===== config.mk =====
export PLATFORM = sky130hd
export DESIGN_NAME = ps2_host_tx_flat
export DESIGN_NICKNAME = d
export VERILOG_FILES = /design/src/rtl/ps2_host_tx_if.sv /design/src/rtl/ps2_host_tx.sv /design/src/flat_wrapper.sv
export SDC_FILE = /design/constraint.sdc
export NUM_CORES = 1
export LEC_CHECK = 0
export BUFFER_PORTS_ARGS = -buffer_cell sky130_fd_sc_hd__buf_2
export CAP_MARGIN = 20
export CORE_MARGIN = 4
export CORE_UTILIZATION = 50
export CTS_CLUSTER_SIZE = 25
export DETAILED_ROUTE_END_ITERATION = 8
export GPL_ROUTABILITY_DRIVEN = 0
export GPL_TIMING_DRIVEN = 0
export PLACE_DENSITY_LB_ADDON = 0.15
export SLEW_MARGIN = 0
export SYNTH_ARGS = -nofsm -noshare
export SYNTH_HDL_FRONTEND = slang
export SYNTH_SLANG_ARGS = --single-unit
export TNS_END_PERCENT = 50

===== constraint.sdc =====
create_clock -name clk -period 2.6 [get_ports clk]
set_input_delay 0.13 -clock clk [delete_from_list [all_inputs] [get_ports clk]]
set_output_delay 0.13 -clock clk [all_outputs]
set_load 0.02 [all_outputs]

===== src/rtl/ps2_host_tx_if.sv =====
// Handshake and open-drain line bundle between a PS/2 host transmitter and its user.
// The slave modport is the transmitter side; master is the user/device-model side.
interface ps2_host_tx_if;
  logic [7:0] tx_data;
  logic       tx_valid;
  logic       tx_ready;
  logic       tx_done;
  logic       tx_err;
  logic       busy;
  logic       scl;
  logic       sda;
  logic       scl_oe;
  logic       sda_oe;

  modport slave (
    input  tx_data, tx_valid, scl, sda,
    output tx_ready, tx_done, tx_err, busy, scl_oe, sda_oe
  );

  modport master (
    output tx_data, tx_valid, scl, sda,
    input  tx_ready, tx_done, tx_err, busy, scl_oe, sda_oe
  );
endinterface


===== src/rtl/ps2_host_tx.sv =====
// PS/2 host-to-device transmitter: inhibit, request-to-send, 11-bit frame clocked by the device, ACK check.
// Define PS2_TX_TIMEOUT_EN to add a per-frame watchdog of TIMEOUT_CYCLES clocks.
module ps2_host_tx #(
  parameter int INHIBIT_CYCLES = 5000,
  parameter int TIMEOUT_CYCLES = 750000
) (
  input  logic          clk,
  input  logic          rst,
  ps2_host_tx_if.slave  bus
);

  typedef enum logic [2:0] {
    IDLE,
    INHIBIT,
    RTS,
    SHIFT,
    ACK,
    WAIT_IDLE
  } state_t;

  localparam int INH_W = (INHIBIT_CYCLES > 1) ? $clog2(INHIBIT_CYCLES) : 1;
  localparam logic [INH_W-1:0] INH_LAST = INH_W'(INHIBIT_CYCLES - 1);

  state_t           state_q, state_d;
  logic [9:0]       frame_q, frame_d;
  logic [3:0]       bit_cnt_q, bit_cnt_d;
  logic [INH_W-1:0] inh_cnt_q, inh_cnt_d;
  logic             scl_oe_q, scl_oe_d;
  logic             sda_oe_q, sda_oe_d;
  logic             busy_q, busy_d;
  logic             tx_ready_q, tx_ready_d;
  logic             tx_done_q, tx_done_d;
  logic             tx_err_q, tx_err_d;

  logic scl_m_q, scl_s_q, scl_prev_q;
  logic sda_m_q, sda_s_q;
  logic scl_fall;

`ifdef PS2_TX_TIMEOUT_EN
  localparam int TO_W = (TIMEOUT_CYCLES > 1) ? $clog2(TIMEOUT_CYCLES) : 1;
  localparam logic [TO_W-1:0] TO_LAST = TO_W'(TIMEOUT_CYCLES - 1);
  logic [TO_W-1:0] to_cnt_q, to_cnt_d;
`endif

  // Idle PS/2 lines are pulled high, so the synchronisers reset to 1 to avoid a false fall.
  always_ff @(posedge clk or posedge rst) begin
    if (rst) begin
      scl_m_q    <= 1'b1;
      scl_s_q    <= 1'b1;
      scl_prev_q <= 1'b1;
      sda_m_q    <= 1'b1;
      sda_s_q    <= 1'b1;
    end else begin
      scl_m_q    <= bus.scl;
      scl_s_q    <= scl_m_q;
      scl_prev_q <= scl_s_q;
      sda_m_q    <= bus.sda;
      sda_s_q    <= sda_m_q;
    end
  end

  assign scl_fall = scl_prev_q & ~scl_s_q;

  always_ff @(posedge clk or posedge rst) begin
    if (rst) begin
      state_q    <= IDLE;
      frame_q    <= '0;
      bit_cnt_q  <= '0;
      inh_cnt_q  <= '0;
      scl_oe_q   <= 1'b0;
      sda_oe_q   <= 1'b0;
      busy_q     <= 1'b0;
      tx_ready_q <= 1'b1;
      tx_done_q  <= 1'b0;
      tx_err_q   <= 1'b0;
    end else begin
      state_q    <= state_d;
      frame_q    <= frame_d;
      bit_cnt_q  <= bit_cnt_d;
      inh_cnt_q  <= inh_cnt_d;
      scl_oe_q   <= scl_oe_d;
      sda_oe_q   <= sda_oe_d;
      busy_q     <= busy_d;
      tx_ready_q <= tx_ready_d;
      tx_done_q  <= tx_done_d;
      tx_err_q   <= tx_err_d;
    end
  end

`ifdef PS2_TX_TIMEOUT_EN
  always_ff @(posedge clk or posedge rst) begin
    if (rst) to_cnt_q <= '0;
    else     to_cnt_q <= to_cnt_d;
  end
`endif

  always_comb begin
    state_d    = state_q;
    frame_d    = frame_q;
    bit_cnt_d  = bit_cnt_q;
    inh_cnt_d  = inh_cnt_q;
    scl_oe_d   = scl_oe_q;
    sda_oe_d   = sda_oe_q;
    busy_d     = busy_q;
    tx_ready_d = tx_ready_q;
    tx_done_d  = 1'b0;
    tx_err_d   = 1'b0;
`ifdef PS2_TX_TIMEOUT_EN
    to_cnt_d   = '0;
`endif

    unique case (state_q)
      IDLE: begin
        tx_ready_d = 1'b1;
        busy_d     = 1'b0;
        if (bus.tx_valid && tx_ready_q) begin
          frame_d    = {1'b1, ~^bus.tx_data, bus.tx_data};
          tx_ready_d = 1'b0;
          busy_d     = 1'b1;
          scl_oe_d   = 1'b1;
          sda_oe_d   = 1'b0;
          inh_cnt_d  = '0;
          state_d    = INHIBIT;
        end
      end
      INHIBIT: begin
        if (inh_cnt_q == INH_LAST) begin
          sda_oe_d = 1'b1;
          state_d  = RTS;
        end else begin
          inh_cnt_d = inh_cnt_q + 1'b1;
        end
      end
      RTS: begin
        scl_oe_d  = 1'b0;
        bit_cnt_d = '0;
        state_d   = SHIFT;
      end
      // Frame index 0..7 data, 8 parity, 9 stop; the start bit is already on the line from RTS.
      SHIFT: begin
        if (scl_fall) begin
          sda_oe_d  = ~frame_q[bit_cnt_q];
          bit_cnt_d = bit_cnt_q + 1'b1;
          if (bit_cnt_q == 4'd9) state_d = ACK;
        end
      end
      ACK: begin
        if (scl_fall) begin
          bit_cnt_d = 4'd10;
          if (!sda_s_q) tx_done_d = 1'b1;
          else          tx_err_d  = 1'b1;
          state_d = WAIT_IDLE;
        end
      end
      WAIT_IDLE: begin
        if (scl_s_q && sda_s_q) begin
          state_d    = IDLE;
          busy_d     = 1'b0;
          tx_ready_d = 1'b1;
        end
      end
      default: state_d = IDLE;
    endcase

`ifdef PS2_TX_TIMEOUT_EN
    // The watchdog overrides any same-cycle ACK result so done and err never coincide.
    if (state_q == RTS || state_q == SHIFT || state_q == ACK) begin
      to_cnt_d = to_cnt_q + 1'b1;
      if (to_cnt_q == TO_LAST) begin
        scl_oe_d  = 1'b0;
        sda_oe_d  = 1'b0;
        tx_done_d = 1'b0;
        tx_err_d  = 1'b1;
        state_d   = WAIT_IDLE;
      end
    end
`endif
  end

  assign bus.tx_ready = tx_ready_q;
  assign bus.tx_done  = tx_done_q;
  assign bus.tx_err   = tx_err_q;
  assign bus.busy     = busy_q;
  assign bus.scl_oe   = scl_oe_q;
  assign bus.sda_oe   = sda_oe_q;

endmodule

===== src/flat_wrapper.sv =====
// flat-port wrapper written by rule: the top's interface ports become plain ports
module ps2_host_tx_flat 
#(
  parameter int INHIBIT_CYCLES = 5000,
  parameter int TIMEOUT_CYCLES = 750000
)
  (clk, rst, bus_tx_data, bus_tx_valid, bus_scl, bus_sda, bus_tx_ready, bus_tx_done, bus_tx_err, bus_busy, bus_scl_oe, bus_sda_oe);
  ps2_host_tx_if bus_i ();
  input  logic clk;
  input  logic rst;
  input wire logic [$bits(bus_i.tx_data)-1:0] bus_tx_data;
  input wire logic [$bits(bus_i.tx_valid)-1:0] bus_tx_valid;
  input wire logic [$bits(bus_i.scl)-1:0] bus_scl;
  input wire logic [$bits(bus_i.sda)-1:0] bus_sda;
  output wire logic [$bits(bus_i.tx_ready)-1:0] bus_tx_ready;
  output wire logic [$bits(bus_i.tx_done)-1:0] bus_tx_done;
  output wire logic [$bits(bus_i.tx_err)-1:0] bus_tx_err;
  output wire logic [$bits(bus_i.busy)-1:0] bus_busy;
  output wire logic [$bits(bus_i.scl_oe)-1:0] bus_scl_oe;
  output wire logic [$bits(bus_i.sda_oe)-1:0] bus_sda_oe;
  assign bus_i.tx_data = bus_tx_data;
  assign bus_i.tx_valid = bus_tx_valid;
  assign bus_i.scl = bus_scl;
  assign bus_i.sda = bus_sda;
  assign bus_tx_ready = bus_i.tx_ready;
  assign bus_tx_done = bus_i.tx_done;
  assign bus_tx_err = bus_i.tx_err;
  assign bus_busy = bus_i.busy;
  assign bus_scl_oe = bus_i.scl_oe;
  assign bus_sda_oe = bus_i.sda_oe;
  ps2_host_tx #(.INHIBIT_CYCLES(INHIBIT_CYCLES), .TIMEOUT_CYCLES(TIMEOUT_CYCLES)) u_core (.clk(clk), .rst(rst), .bus(bus_i));
endmodule

==> impl_metrics.env <==
export IMPL_die_area_um2=5430
export IMPL_clock_path_buffers=2
export IMPL_hold_viol=9
export IMPL_vias=1714
export IMPL_synth_area_um2=2160
export IMPL_grt_pass1_vias=1614
export IMPL_period_minus_slack_ns=2.06
export IMPL_layout_commonest_cell="nand2_1"
export IMPL_yosysWarnings=0
export IMPL_cp_end_kind="flip-flop"
export IMPL_start_util_pct=52.8
export IMPL_syn_to_final_growth_pct=14.2
export IMPL_ioPinCount=19
export IMPL_synth_edf_count=0
export IMPL_syn_nets=235
export IMPL_met1_usage_pct=24.9
export IMPL_async_flop_share_pct=100
export IMPL_relSlewSlack_pct=45.1
export IMPL_fin_hold_ws_ns=-0.00902
export IMPL_drive_above_1_share_pct=20.2
export IMPL_grt_usage_pct=18.1
export IMPL_viasPerCell=5.77
export IMPL_post_cts_buffers=0
export IMPL_drv_cap=0
export IMPL_clkSinkCount=41
export IMPL_utilization_pct=60.3
export IMPL_cts_tree="yes"
export IMPL_rows=23
export IMPL_synth_area_per_cell_um2=9.84
export IMPL_ant_nets=0
export IMPL_drc=0
export IMPL_drt_wl_total_mm=4.30
export IMPL_cts_buffers=5
export IMPL_root_buffer="clkbuf_8"
export IMPL_worstSkewPairLatency_ns=0.29
export IMPL_path_clk_slew_ns=0.08
export IMPL_p_leak_nw=1.07
export IMPL_tightest_slew_ns=0.822
export IMPL_overflow=0
export IMPL_cp_arrival_ns=2.21
export IMPL_path_class="reg2reg"
export IMPL_p_per_area_nw_per_um2=1140
export IMPL_post_route_period_util_pct=79.2
export IMPL_dp_hpwl_mm=3.06
export IMPL_die_h_um=73.7
export IMPL_yosys_cell_types_count=49
export IMPL_cp_required_ns=2.75
export IMPL_ys_ff_latch=41
export IMPL_first_pass_iters=4
export IMPL_rsz0062_at_grt="no"
export IMPL_io_buffer_count=18
export IMPL_antennaDiodeCount=0
export IMPL_grtUsageMet3_pct=4.10
export IMPL_cp_start_kind="flip-flop"
export IMPL_setup_viol=0
export IMPL_min_path_type="in2async"
export IMPL_status="finished with violations"
export IMPL_postSynthCellCount=219
export IMPL_die_w_um=73.7
export IMPL_finalMaxSlewViolations=0
export IMPL_grt_pass1_wl_mm=7.60
export IMPL_tns_ns=0
export IMPL_grt_antenna_before_repair=0
export IMPL_seq_area_frac_synth_pct=47.9
export IMPL_core_area_um2=4090
export IMPL_ys_flop_type="dfrtp_1"
export IMPL_max_freq_ghz=0.486
export IMPL_busiest_layer="met2"
export IMPL_fin_nets=262
export IMPL_wl_per_cell_um=14.5
export IMPL_fin_skew_ns=0.00425
export IMPL_peakVddDrop_v=0.000474
export IMPL_grt_max_degree=42
export IMPL_htree_levels=2
export IMPL_layout_common_cells="42 x nand2_1, 35 x dfrtp_1, 18 x buf_2"
export IMPL_cp_max_fo=8
export IMPL_grt_util_met2_pct=28.5
export IMPL_violations="hold timing"
export IMPL_drtIter0Drc=104
registers in the layout (all words and copies together), names as in the netlist:
register / flops
u_core.bit_cnt_q: 4
u_core.bus.busy: 1
u_core.bus.scl_oe: 1
u_core.bus.sda_oe: 1
u_core.bus.tx_done: 1
u_core.bus.tx_err: 1
u_core.bus.tx_ready: 1
u_core.frame_q: 10
u_core.inh_cnt_q: 13
u_core.scl_m_q: 1
u_core.scl_prev_q: 1
u_core.scl_s_q: 1
u_core.sda_m_q: 1
u_core.sda_s_q: 1
u_core.state_q: 3
worst paths after layout:
path | slack, ns | depth (start not counted) | startpoint | endpoint
max in group asynchronous | 2.09 | 2 | rst | u_core.bit_cnt_q[1]$_DFFE_PP0P_
min in group clk | 0.05 | 3 | bus_tx_data[7] | u_core.frame_q[7]$_DFFE_PP0P_
setup / recovery | 0.54 | 4 | u_core.inh_cnt_q[3]$_DFFE_PP0P_ | u_core.state_q[0]$_DFFE_PP0P_
hold reg to reg | 0.36 | 0 | u_core.sda_m_q$_DFF_PP1_ | u_core.sda_s_q$_DFF_PP1_
setup reg to reg | 0.54 | 4 | u_core.inh_cnt_q[3]$_DFFE_PP0P_ | u_core.state_q[0]$_DFFE_PP0P_
hold / removal | -0.009 | 2 | rst | u_core.frame_q[0]$_DFFE_PP0P_
where the power goes:
part | switching [mW] | internal (mW)
combinational | 0.609 | 0.476
clock | 0.228 | 0.381
sequential | 0.236 | 0.878
logic make-up (layout without fill, tap and decap cells):
kind of cell / Yosys count / count (layout) / share of synthesized area [%]
AO/OA/AOI/OAI: 46 / 46 / 15.1
adder cells (fa/ha/maj): 3 / 3 / 1.74
multiplexers: 8 / 8 / 4.99
XOR/XNOR: 9 / 9 / 3.66
AND/OR/NAND/NOR: 97 / 97 / 23.6
buffers and inverters: 15 / 43 / 2.96
flip-flops: 41 / 41 / 47.9
metrics by stage:
stage / hold WS [ns] / setup WS [ns] / cell area (um2) / instances / power [mW]
finish: -0.00902 / 0.542 / 2460 / 297 / 2.81
global route: 0.0483 / 0.423 / 2460 / 297 / 3.02
CTS: 0.0298 / 0.522 / 2460 / 297 / 2.83
detailed placement: 0.236 / 0.525 / 2310 / 287 / 2.21
global placement: 0.236 / 0.575 / 2310 / 287 / 2.18
floorplan: 0.134 / 0.714 / 2160 / 219 / 1.92
layer usage:
| layer | vias to the layer above | wire length (um) |
|---|---|---|
| li1 | 845 | - |
| met1 | 824 | 2050 |
| met2 | 39 | 1980 |
| met3 | 6 | 216 |
| met4 | 0 | 57 |
| met5 | - | 0 |
repair_timing:
action | 4_1_cts | 5_1_grt
hold buffers | 2 | 0
endpoints found under the hold margin | 2 | 0
resized for setup | 0 | 0
cell usage after synthesis (3+ instances only):
cell type,n,area (um2)
nand3_1,9,45.0
dfrtp_1,35,876
mux2i_1,4,40.0
a21oi_1,16,80.1
nand2b_1,3,18.8
o31ai_1,5,37.5
clkbuf_1,7,26.3
xnor2_1,7,61.3
or4_2,3,26.3
dfstp_2,6,158
nor4b_1,3,26.3
nor3_1,4,20.0
o21ai_0,7,35.0
ha_1,3,37.5
inv_1,7,26.3
a211oi_1,3,22.5
nand2_1,42,158
or3_1,3,18.8
nor2_1,12,45.0
nand4_1,4,25.0
critical path, stage by stage, from the launching register on:
cell	delay, ns
dfrtp_1	0.45
or4_4	0.60
o31a_2	0.40
a2111oi_2	0.31
a21boi_0	0.16
layout make-up:
class                           count  area (um2)
Clock inverter                      3        65.1
Multi-Input combinational cell    163        1060
Buffer                              8        37.5
Tap cell                           50        62.6
Sequential cell                    41        1030
Fill cell                         351        1620
Clock buffer                        5        68.8
Timing Repair Buffer               20         110
Inverter                            7        26.3
(Power assumes the default switching activity.)
